--- config.mk ---
export PLATFORM = sky130hd
export DESIGN_NAME = dbg_jtag_host
export DESIGN_NICKNAME = d
export VERILOG_FILES = /design/src/rtl/dbg_jtag_host.sv
export SDC_FILE = /design/constraint.sdc
export NUM_CORES = 1
export LEC_CHECK = 0
export ABC_AREA = 1
export CORE_UTILIZATION = 38
export DETAILED_ROUTE_END_ITERATION = 12
export GPL_ROUTABILITY_DRIVEN = 0
export GPL_TIMING_DRIVEN = 1
export PLACE_DENSITY = 0.71
export SYNTH_ARGS = -nofsm -noshare
export SYNTH_HDL_FRONTEND = slang
export SYNTH_SLANG_ARGS = --single-unit
--- constraint.sdc ---
create_clock -name clk -period 2.8 [get_ports clk]
set_input_delay 0.56 -clock clk [delete_from_list [all_inputs] [get_ports clk]]
set_output_delay 0.56 -clock clk [all_outputs]
set_load 0.01 [all_outputs]
--- src/rtl/dbg_jtag_host.sv ---
// JTAG host engine: expands RESET / IR scan / DR scan / IDLE commands into TCK/TMS/TDI
// sequences and returns captured TDO. Optional trst_n output via `DBG_JTAG_HOST_TRST_EN.
module dbg_jtag_host #(
    parameter int CLK_DIV    = 2,
    parameter int DATA_WIDTH = 64,
    parameter int LEN_W      = $clog2(DATA_WIDTH + 1)
) (
    input  logic                  clk,
    input  logic                  rst,
    input  logic                  cmd_vld,
    output logic                  cmd_rdy,
    input  logic [1:0]            cmd_type,
    input  logic [LEN_W-1:0]      cmd_len,
    input  logic [DATA_WIDTH-1:0] cmd_data,
    output logic                  rsp_vld,
    input  logic                  rsp_rdy,
    output logic [DATA_WIDTH-1:0] rsp_data,
    output logic                  tck,
    output logic                  tms,
    output logic                  tdi,
    input  logic                  tdo
`ifdef DBG_JTAG_HOST_TRST_EN
    ,
    output logic                  trst_n
`endif
);

    localparam logic [2:0] ST_IDLE  = 3'd0;
    localparam logic [2:0] ST_PRE   = 3'd1;
    localparam logic [2:0] ST_SHIFT = 3'd2;
    localparam logic [2:0] ST_POST  = 3'd3;
    localparam logic [2:0] ST_RSP   = 3'd4;

    localparam logic [1:0] CMD_RESET = 2'd0;
    localparam logic [1:0] CMD_IR    = 2'd1;
    localparam logic [1:0] CMD_DR    = 2'd2;
    localparam logic [1:0] CMD_IDLE  = 2'd3;

    // TMS preambles, LSB is the first bit presented.
    localparam logic [5:0] PAT_RESET = 6'b011111;
    localparam logic [5:0] PAT_IR    = 6'b000011;
    localparam logic [5:0] PAT_DR    = 6'b000001;

    localparam int              DIV_W    = (CLK_DIV > 1) ? $clog2(CLK_DIV) : 1;
    localparam logic [DIV_W-1:0] DIV_LAST = DIV_W'(CLK_DIV - 1);

    logic [2:0]            state;
    logic [1:0]            kind;
    logic [DIV_W-1:0]      div_cnt;
    logic [2:0]            pre_left;
    logic [LEN_W-1:0]      shift_left;
    logic                  post_second;
    logic [5:0]            pre_pat;
    logic [DATA_WIDTH-1:0] data_sr;
    logic [DATA_WIDTH-1:0] cap_mask;

    logic                  accept;
    logic                  running;
    logic                  fall_tick;
    logic [LEN_W-1:0]      scan_len;
    logic                  is_idle;

    assign accept    = (state == ST_IDLE) && cmd_vld && cmd_rdy;
    assign running   = (state == ST_PRE) || (state == ST_SHIFT) || (state == ST_POST);
    assign fall_tick = running && tck && (div_cnt == DIV_LAST);
    assign is_idle   = (kind == CMD_IDLE);

    always_comb begin
        scan_len = cmd_len;
        if (cmd_len == '0)
            scan_len = LEN_W'(1);
        else if (cmd_len > LEN_W'(DATA_WIDTH))
            scan_len = LEN_W'(DATA_WIDTH);
    end

    always_ff @(posedge clk) begin
        if (rst) begin
            state       <= ST_IDLE;
            kind        <= CMD_RESET;
            cmd_rdy     <= 1'b0;
            rsp_vld     <= 1'b0;
            rsp_data    <= '0;
            tck         <= 1'b0;
            tms         <= 1'b1;
            tdi         <= 1'b0;
            div_cnt     <= '0;
            pre_left    <= '0;
            shift_left  <= '0;
            post_second <= 1'b0;
        end else begin
            case (state)
                ST_IDLE: begin
                    tck     <= 1'b0;
                    tms     <= 1'b0;
                    tdi     <= 1'b0;
                    div_cnt <= '0;
                    if (accept) begin
                        cmd_rdy     <= 1'b0;
                        kind        <= cmd_type;
                        rsp_data    <= '0;
                        post_second <= 1'b0;
                        shift_left  <= (cmd_type == CMD_IDLE) ? cmd_len - LEN_W'(1)
                                                              : scan_len - LEN_W'(1);
                        case (cmd_type)
                            CMD_RESET: begin
                                state    <= ST_PRE;
                                pre_left <= 3'd5;
                                tms      <= 1'b1;
                            end
                            CMD_IR: begin
                                state    <= ST_PRE;
                                pre_left <= 3'd3;
                                tms      <= 1'b1;
                            end
                            CMD_DR: begin
                                state    <= ST_PRE;
                                pre_left <= 3'd2;
                                tms      <= 1'b1;
                            end
                            default: begin
                                if (cmd_len == '0) begin
                                    state   <= ST_RSP;
                                    rsp_vld <= 1'b1;
                                end else begin
                                    state <= ST_SHIFT;
                                end
                            end
                        endcase
                    end else begin
                        cmd_rdy <= 1'b1;
                    end
                end

                ST_PRE, ST_SHIFT, ST_POST: begin
                    if (div_cnt != DIV_LAST) begin
                        div_cnt <= div_cnt + DIV_W'(1);
                    end else begin
                        div_cnt <= '0;
                        tck     <= ~tck;
                        if (!tck) begin
                            // Rising TCK: TDO was launched by the TAP on the previous falling edge.
                            if (state == ST_SHIFT && !is_idle)
                                rsp_data <= rsp_data | ({DATA_WIDTH{tdo}} & cap_mask);
                        end else begin
                            case (state)
                                ST_PRE: begin
                                    if (pre_left != '0) begin
                                        pre_left <= pre_left - 3'd1;
                                        tms      <= pre_pat[1];
                                    end else if (kind == CMD_RESET) begin
                                        state   <= ST_RSP;
                                        rsp_vld <= 1'b1;
                                        tms     <= 1'b0;
                                    end else begin
                                        state <= ST_SHIFT;
                                        tms   <= (shift_left == '0);
                                        tdi   <= data_sr[0];
                                    end
                                end
                                ST_SHIFT: begin
                                    if (shift_left != '0) begin
                                        shift_left <= shift_left - LEN_W'(1);
                                        tms        <= !is_idle && (shift_left == LEN_W'(1));
                                        tdi        <= !is_idle && data_sr[1];
                                    end else if (is_idle) begin
                                        state   <= ST_RSP;
                                        rsp_vld <= 1'b1;
                                        tms     <= 1'b0;
                                        tdi     <= 1'b0;
                                    end else begin
                                        state <= ST_POST;
                                        tms   <= 1'b1;
                                        tdi   <= 1'b0;
                                    end
                                end
                                default: begin
                                    if (!post_second) begin
                                        post_second <= 1'b1;
                                        tms         <= 1'b0;
                                    end else begin
                                        state   <= ST_RSP;
                                        rsp_vld <= 1'b1;
                                        tms     <= 1'b0;
                                    end
                                end
                            endcase
                        end
                    end
                end

                ST_RSP: begin
                    tck <= 1'b0;
                    tms <= 1'b0;
                    tdi <= 1'b0;
                    if (rsp_rdy) begin
                        rsp_vld <= 1'b0;
                        cmd_rdy <= 1'b1;
                        state   <= ST_IDLE;
                    end
                end

                default: state <= ST_IDLE;
            endcase
        end
    end

    // NOTE: shift/pattern registers carry no reset; every command reloads them on acceptance
    // and the control FSM never reads them before that.
    always_ff @(posedge clk) begin
        if (accept) begin
            data_sr  <= cmd_data;
            cap_mask <= DATA_WIDTH'(1);
            case (cmd_type)
                CMD_RESET: pre_pat <= PAT_RESET;
                CMD_IR:    pre_pat <= PAT_IR;
                default:   pre_pat <= PAT_DR;
            endcase
        end else if (fall_tick) begin
            if (state == ST_PRE && pre_left != '0)
                pre_pat <= pre_pat >> 1;
            if (state == ST_SHIFT && shift_left != '0) begin
                data_sr  <= data_sr >> 1;
                cap_mask <= cap_mask << 1;
            end
        end
    end

`ifdef DBG_JTAG_HOST_TRST_EN
    // trst_n is released after the second TCK of a RESET preamble has fallen.
    always_ff @(posedge clk) begin
        if (rst)
            trst_n <= 1'b0;
        else if (accept && cmd_type == CMD_RESET)
            trst_n <= 1'b0;
        else if (fall_tick && state == ST_PRE && kind == CMD_RESET && pre_left == 3'd4)
            trst_n <= 1'b1;
        else if (state == ST_IDLE)
            trst_n <= 1'b1;
    end
`endif

endmodule

Word-level counts from Yosys, hierarchy flattened
Index checks and enable logic that the tools add are counted.

Add/subtract/negate cells: 5. Magnitude comparators: 1. Equality and inequality tests: 30. Mux-type cells: 83. Bitwise operators: 3. Reductions and logical operators: 44.

Operators by type and width (number): $mux 64 (7); $pmux 64 s2 (1); $and 64x64->64 (1); $or 64x64->64 (1); $mux 7 (8); $mux 3 (16); $mux 1 (32); $ne 2x2->1 const B (12); $sub 7x1->7 const B (3); $mux 6 (3); $ne 3x3->1 const B (6); $pmux 3 s3 (2); $pmux 1 s2 (8); $logic_not 7->1 (2); $pmux 7 s2 (1); $reduce_and 7->1 (2); $pmux 3 s2 (2); $reduce_and 12->1 (1); $reduce_and 2->1 (6); $reduce_and 6->1 (2); $reduce_bool 2->1 (6); $pmux 5 s2 (1); $reduce_and 5->1 (2); $logic_and 1x1->1 (9); 23 further kinds (32).

Register bits after elaboration: 220. Input port bits: 78. Output and inout bits: 69. Logic and storage cells: 181.

Logic depth before layout (Yosys ltp)
Gate-level depths: netlist of the first run.

Depth after elaboration: 8. Gate-level depth with buffers: 13. Depth with buffers taken out: 13.

Worst setup path before layout of the first run
No wires, ideal clock.

Path kind: register to register. From: register state[0]. To: register data_sr[0], enable pin. Library setup time: 0.421 ns. Arrival: 2.468 ns. Setup slack: -0.089 ns. Stages on the path, launching flop included: 7. Buffers on the path: 0. Period minus slack after synthesis: 2.889 ns. Cells stage by stage: dfxtp_1 > nor2_4 > nor2_4 > nand3_1 > nor3_2 > nor2_2 > inv_1.

Word-level cells in the longest chain between the ends: 7. Elaborated cells on any way between the ends: 14.

Ends and longest elaborated chain: start, declared (line 47) `logic [2:0] state;`; start signal, assigned (line 78) `state <= ST_IDLE;`; start signal, assigned (line 106) `state <= ST_PRE;`; start signal, assigned (line 111) `state <= ST_PRE;`; $eq 3x1->1 / $eq 3x2->1 (equally long branches) (line 64, 221); $logic_or 1x1->1 (2 in a row) (line 64) `assign running = (state == ST_PRE) || (state == ST_SHIFT) || (state == ST_POST);`; $logic_and 1x1->1 (2 in a row) (line 65) `assign fall_tick = running && tck && (div_cnt == DIV_LAST);`; $reduce_bool 2->1 (no line); $reduce_and 2->1 (no line) (*); end signal, assigned (line 211) `data_sr <= cmd_data;`; end signal, assigned (line 222) `data_sr <= data_sr >> 1;`; end, declared (line 54) `logic [DATA_WIDTH-1:0] data_sr;`.

Mark *: on every way between the ends. The rest lies on a longest branch, timed or not. A chain may end at the register's enable or synchronous reset.

Worst setup path in the final report of the first run
From: register state[0]. To: register data_sr[17], enable pin.

Same word-level chain as after synthesis.

==> metrics.md, run 1 <==
| Metric | Value |
|---|---|
| WL/cell | 12.31 µm |
| Switching power | 2.224 mW |
| Synth unique cells | 33 |
| Crit-path max FO | 45 |
| Max Fclk | 0.4044 GHz |
| Gr usage total | 16.36% |
| Setup tns final | 0 ns |
| Core Footprint | 22780 µm² |
| Ys Warns | 0 |
| Antenna-violating nets left | 0 |
| Tot Pwr | 8.047 mW |
| Cts hold-fix bufs | 0 |
| Yosys reg bits | 218 |
| Comb power frac | 17.6% |
| GR Overflow Total | 0 |
| Setup Fix Bufs, Post-CTS | 0 |
| Power share of the clock group | 37.1% |
| Largest net degree at the start of global routing | 78 |
| Leakage | 4.730 nW |
| Outcome | finished, final reports clean |
| Vias in the first global route | 6745 |
| Critical Path RT | 2.99 ns |
| Final wirelength | 19120 µm |
| Initial antenna violation count | 0 |
| Mapped Area | 8864 µm² |
| Via Count | 7253 |
| Final Hold Viols | 0 |
| DIE AREA | 23940 µm² |
| Clock slew at reported path FFs | 0.06 ns |
| Largest cells by area after synthesis | dfxtp_1 (34%), edfxtp_1 (23%), nand2_1 (13%) |
| I/O Pins | 147 |
| CTS tree | done |
| CTS H-Tree Depth | 1 |
| Post-DP HPWL | 12540 µm |
| Syn Nets | 1175 |
| Synth Instances | 1086 |
| Fraction of power consumed by sequential logic | 45.3% |
| Maximum vdd drop | 0.3432 mV |
| # nets final | 1313 |
| Worst min path class | reg -> reg |
| N_diodes | 0 |
| Worst Path Arrival | 2.66 ns |
| Syn-to-layout area delta | 28.70% |
| Number of flops mapped to enable cells by yosys | 68 |
| Final Setup Violations | 0 |
| Root Driver | clkbuf_16 |
| Iter 0 DRT Violations | 408 |
| Fin util | 50.08% |
| Post-synth top area share | 33.88% |
| DP Area | 10650 µm² |
| PostCTS Resize Cnt | 0 |
| DR pass1 iterations | 6 |
| Worst skew pair latency | 0.51 ns |
| Worst-case clock buffer depth | 3 |
| Port Buf Inserts | 146 |
| Tmin final | 2.473 ns |
| Pwr/cell area | 705.4 nW/µm² |
| Ys async rst share | 0% |
| Share of layout cells above drive strength 1 | 5.645% |
| Syn avg cell area | 8.162 µm² |
| Sequential fraction of the synthesis area | 56.92% |
| Residual DRC count | 0 |
| Critical path type | reg -> reg |
| Worst-margin pin slew | 1.077 ns |
| Main synth FF type | dfxtp_1 |
| First-pass GRT wire length | 32570 µm |
| Total of max-cap violations | 0 |
| Skew final | 0.01147 ns |
| Int Pwr | 5.823 mW |
| Via density per instance | 4.670 |
| Top cell type by total area after synthesis | dfxtp_1 |
| Crit share post-route | 88.31% |
| CP Capture Type | flip-flop |
| Startpoint types | flip-flop |
| Chip width | 154.7 µm |
| Total CTS buffers | 24 |
| Row cnt | 55 |
| Sw frac | 27.64% |
| CTS sink count | 218 |
| Post-Layout Inst Area | 11410 µm² |
| RSZ-0062 raised after global routing | false |
| Final Slew Violations | 0 |
| Starting Density | 38.91% |
| Max-slew headroom | 28.23% |
| Die Y | 154.7 µm |
[per-stage QoR]
| stage | hold WS, ns | setup WS (ns) | std cells |
|---|---|---|---|
| floorplan | 0.4358 | 0.03407 | 1086 |
| global placement | 0.4369 | 0.1673 | 1511 |
| detailed placement | 0.4391 | 0.1295 | 1511 |
| CTS | 0.4478 | 0.3678 | 1553 |
| global route | 0.4691 | 0.1761 | 1553 |
| finish | 0.4470 | 0.3274 | 1553 |
[cell usage in the layout, fill, tap and decap left out, drive strengths merged]
| cell type | netlist | routed |
|---|---|---|
| a211oi | 2 | 2 |
| nand4 | 6 | 6 |
| nor4 | 1 | 1 |
| o211ai | 3 | 3 |
| edfxtp | 68 | 68 |
| nor3 | 7 | 7 |
| clkbuf | 29 | 33 |
| o31ai | 1 | 1 |
| buf | 20 | 15 |
| clkinvlp | 0 | 1 |
| a31oi | 1 | 1 |
| o21ai | 88 | 88 |
| clkdlybuf4s50 | 0 | 146 |
| inv | 113 | 112 |
| clkinv | 0 | 8 |
| nor2 | 160 | 160 |
| xnor2 | 2 | 2 |
| ha | 11 | 11 |
| nand3 | 18 | 18 |
| nand2 | 310 | 310 |
| xor2 | 4 | 4 |
| o21bai | 1 | 1 |
| bufinv | 0 | 1 |
| o2111ai | 2 | 2 |
| dfxtp | 150 | 150 |
| a21oi | 88 | 88 |
| o22ai | 1 | 1 |
[logic make-up after synthesis]
family | synth area share (%)
xor+xnor | 0.5929
buf+inv | 7.580
simple gates | 22.35
fa+ha+maj | 1.553
flops | 56.92
compound gates | 11.01
[power groups by stage]
stage | Combinational [mW] | Sequential, mW | Clock [mW]
finish | 1.42 | 3.64 | 2.99
global route | 1.62 | 3.66 | 3.20
CTS | 1.44 | 3.64 | 3.07
detailed placement | 1.43 | 3.71 | 0
global placement | 1.39 | 3.70 | 0
floorplan | 0.981 | 3.69 | 0
[final timing paths]
path	from	to	slack [ns]	cells after the start
max	state[0]	data_sr[17]	0.33	7
max reg2reg	state[0]	data_sr[17]	0.33	7
min reg2reg	rsp_data[16]	rsp_data[16]	0.45	2
min	rsp_data[16]	rsp_data[16]	0.45	2
[cell usage after synthesis, types with 2 or more instances]
cell type	count
o21ai_1	10
nand2_2	4
o2111ai_1	2
nand2_1	306
ha_1	11
o21ai_0	78
inv_1	108
nand4_1	6
a21oi_1	88
o211ai_1	3
buf_2	13
clkbuf_1	29
inv_2	4
nor2_4	2
xor2_1	4
nand3_1	18
nor2_1	155
dfxtp_1	150
edfxtp_1	68
nor3_1	4
buf_6	6
xnor2_1	2
nor2_2	3
nor3_2	3
[metal layers]
layer / GRT usage (%) / part of all wire [%] / vias to the layer above
met5: 0 / 0 / -
li1: - / - / 3728
met2: 26.59 / 45 / 232
met4: 4.573 / 2.3 / 0
met1: 22.21 / 46 / 3256
met3: 3.082 / 5.8 / 37
[registers in the layout, summed over array words and instances (netlist names)]
signal	cells
cap_mask	64
data_sr	64
rsp_data	64
shift_left	7
pre_pat	4
pre_left	3
state	3
kind	2
cmd_rdy	1
div_cnt	1
post_second	1
rsp_vld	1
tck	1
tdi	1
tms	1
[layout make-up]
| class | instances | area (µm²) |
|---|---|---|
| inverter | 113 | 432.9 |
| timing repair buffer | 161 | 1624 |
| multi-input combinational | 706 | 3161 |
| sequential | 218 | 5045 |
| tap | 313 | 391.6 |
| clock inverter | 9 | 78.83 |
| clock buffer | 33 | 674.4 |
| fill | 2182 | 11370 |
[critical path: stages (launching register included)]
cell and delay, ns:
dfxtp_1 0.43, nor2_4 0.09, nor2_4 0.32, nand3_1 0.23
nor3_4 0.36, nor2_2 0.17, clkinvlp_4 0.23, buf_12 0.27
Power figures use the tool's default switching activity.
==> run 2, diff against run 1 <==
CORE_ASPECT_RATIO = 0.5   (was default)
==> run 2 against run 1 <==
  * Sequential share of layout area rose by 0.28 points
  * Die area up 0.16%
  * Cell count down 0.77%
  * Maximum frequency down 2.8%
  * Largest power group unchanged
  * Wire length increased by 0.22%
  * Via count decreased by 0.59%
  * Register-to-register slack worse by 0.07 ns
  * Critical endpoint is now shift_left[0]
  * Critical path type unchanged
  * Non-clock buffer count down 2
  * Combinational power about the same
  * Largest cell class unchanged
  * Clock-buffer cell count fell by 2
  * Sequential power about the same
==> metrics.md, run 2 (same netlist as run 1, synthesis figures left out) <==
| Metric | Value |
|---|---|
| Syn-to-layout area delta | 27.89% |
| DR pass1 iterations | 5 (-1) |
| Max Fclk | 0.3930 GHz (-2.8%) |
| Via density per instance | 4.679 (+0.18%) |
| Reg2reg setup slack | 0.26 ns (-0.07 ns) |
| DP Area | 10640 µm² (about the same) |
| Switching power | 2.205 mW (-0.84%) |
| Largest net degree at the start of global routing | 66 (-15%) |
| Final Slew Violations | 0 (unchanged) |
| Crit share post-route | 90.87% (+2.6 points) |
| Clock slew at reported path FFs | 0.06 ns (about the same) |
| Largest registers | cap_mask x64, data_sr x64, rsp_data x64 |
| Vias in the first global route | 6688 (-0.85%) |
| Most frequent cells in the layout | nand2_1 (305), nor2_1 (155), dfxtp_1 (150) |
| Outcome | finished, final reports clean |
| Post-Layout Inst Area | 11340 µm² (-0.63%) |
| Fraction of power consumed by sequential logic | 46.2% (+0.9 points) |
| Setup tns final | 0 ns (unchanged) |
| # nets final | 1308 (-0.38%) |
| Worst-margin pin slew | 0.6324 ns (-0.4442 ns) |
| Sw frac | 28.00% (+0.37 points) |
| RSZ-0062 raised after global routing | false |
| Worst skew pair latency | 0.51 ns (about the same) |
| Via Count | 7210 (-0.59%) |
| CTS H-Tree Depth | 1 (unchanged) |
| Core Footprint | 22840 µm² (+0.26%) |
| Int Pwr | 5.670 mW (-2.6%) |
| CTS sink count | 218 (unchanged) |
| Antenna-violating nets left | 0 (unchanged) |
| DIE AREA | 23980 µm² (+0.16%) |
| Row cnt | 39 (-29%) |
| Total of max-cap violations | 0 (unchanged) |
| Share of layout cells above drive strength 1 | 5.348% (-0.30 points) |
| Critical path type | reg -> reg |
| Most common cell after layout, fill and taps aside | nand2_1 |
| Post-DP HPWL | 12920 µm (+3.0%) |
| Starting Density | 38.81% (-0.10 points) |
| # fillers | 2176 (-0.27%) |
| Setup Fix Bufs, Post-CTS | 0 (unchanged) |
| N_diodes | 0 (unchanged) |
| Critical Path RT | 3.19 ns (+0.20 ns) |
| Total CTS buffers | 21 (-13%) |
| Iter 0 DRT Violations | 373 (-8.6%) |
| Chip width | 218.0 µm (+41%) |
| Port Buf Inserts | 146 (unchanged) |
| Startpoint types | flip-flop |
| Leakage | 4.681 nW (-1.0%) |
| WL/cell | 12.44 µm (+1.0%) |
| CTS tree | done |
| Die Y | 110.0 µm (-29%) |
| First-pass GRT wire length | 31030 µm (-4.7%) |
| Final Setup Violations | 0 (unchanged) |
| Residual DRC count | 0 (unchanged) |
| Comb power frac | 18.1% (+0.5 points) |
| Initial antenna violation count | 0 (unchanged) |
| GR Overflow Total | 0 (unchanged) |
| Worst Path Arrival | 2.94 ns (+0.28 ns) |
| CP Capture Type | flip-flop |
| Worst-case clock buffer depth | 3 (unchanged) |
| Crit-path max FO | 25 (-44%) |
| Pwr/cell area | 694.7 nW/µm² (-1.5%) |
| Tmin final | 2.544 ns (+0.07168 ns) |
| Gr usage total | 15.76% (-0.59 points) |
| Skew final | 0.02325 ns (+0.01177 ns) |
| Power share of the clock group | 35.7% (-1.4 points) |
| Max-slew headroom | 57.40% (+29 points) |
| I/O Pins | 147 (unchanged) |
| Worst min path class | reg -> reg |
| Final wirelength | 19160 µm (+0.22%) |
| Maximum vdd drop | 0.3100 mV (-9.7%) |
| Final Hold Viols | 0 (unchanged) |
| Root Driver | clkbuf_16 |
run 2: cell count changes in the layout (fill, tap and decap cells not counted), sizes merged:
cell	change
buf	-2
clkbuf	-2
clkinv	-5
clkinvlp	+2
inv	+1
run 2: layout make-up:
class	instances	area, µm²	area share (%)
sequential	218	5045	44.50
timing repair buffer	159	1622	14.30
inverter	113	435.4	3.841
tap	307	384.1	3.389
clock inverter	7	76.32	0.6733
clock buffer	31	613.1	5.408
multi-input combinational	706	3161	27.88
run 2: what timing repair did:
item	CTS	global route
resized for setup	0	2
hold buffers	0	0
setup endpoints to repair	0	3
run 2: critical path: stages, from the launching register on:
cell        delay, ns
dfxtp_1          0.34
inv_1            0.12
ha_1             0.20
nand2_1          0.08
nor3_2           0.33
nor3_4           0.07
nor2_2           0.38
clkinvlp_4       0.39
buf_12           0.26
o21ai_0          0.18
a21oi_1          0.06
run 2: power by group through the flow:
| stage | registers (mW) | clock network [mW] | logic, mW |
|---|---|---|---|
| finish | 3.64 | 2.82 | 1.42 |
| global route | 3.65 | 3.04 | 1.61 |
| CTS | 3.64 | 2.90 | 1.43 |
| detailed placement | 3.71 | 0 | 1.43 |
| global placement | 3.70 | 0 | 1.39 |
| floorplan | 3.69 | 0 | 0.981 |
run 2: metal layers:
metal | share of wire, % | routed length, µm | up-vias | track usage (%)
li1 | - | - | 3718 | -
met1 | 46 | 8814 | 3315 | 19.71
met2 | 48 | 9203 | 145 | 28.16
met3 | 4.0 | 767 | 32 | 3.128
met4 | 2.0 | 377 | 0 | 3.896
met5 | 0 | 0 | - | 0
run 2: per-stage QoR:
stage	hold slack, ns	total power [mW]	util (%)	setup WS [ns]	instances
after CTS	0.4507	7.976	49.63	0.2375	1541
after detailed placement	0.4404	5.140	46.61	0.1007	1503
after global placement	0.4405	5.084	46.61	0.1982	1503
after floorplan	0.4358	4.676	-	0.03407	1086
final	0.4469	7.875	49.64	0.2557	1541
after global routing	0.4752	8.309	49.64	0.06610	1541
run 2: path summary, 6_finish.rpt:
path                                     from       endpoint  cells after the start
worst max-delay path            shift_left[0]  shift_left[0]                     10
worst min-delay path             rsp_data[48]   rsp_data[48]                      2
worst max register to register  shift_left[0]  shift_left[0]                     10
worst min register to register   rsp_data[48]   rsp_data[48]                      2
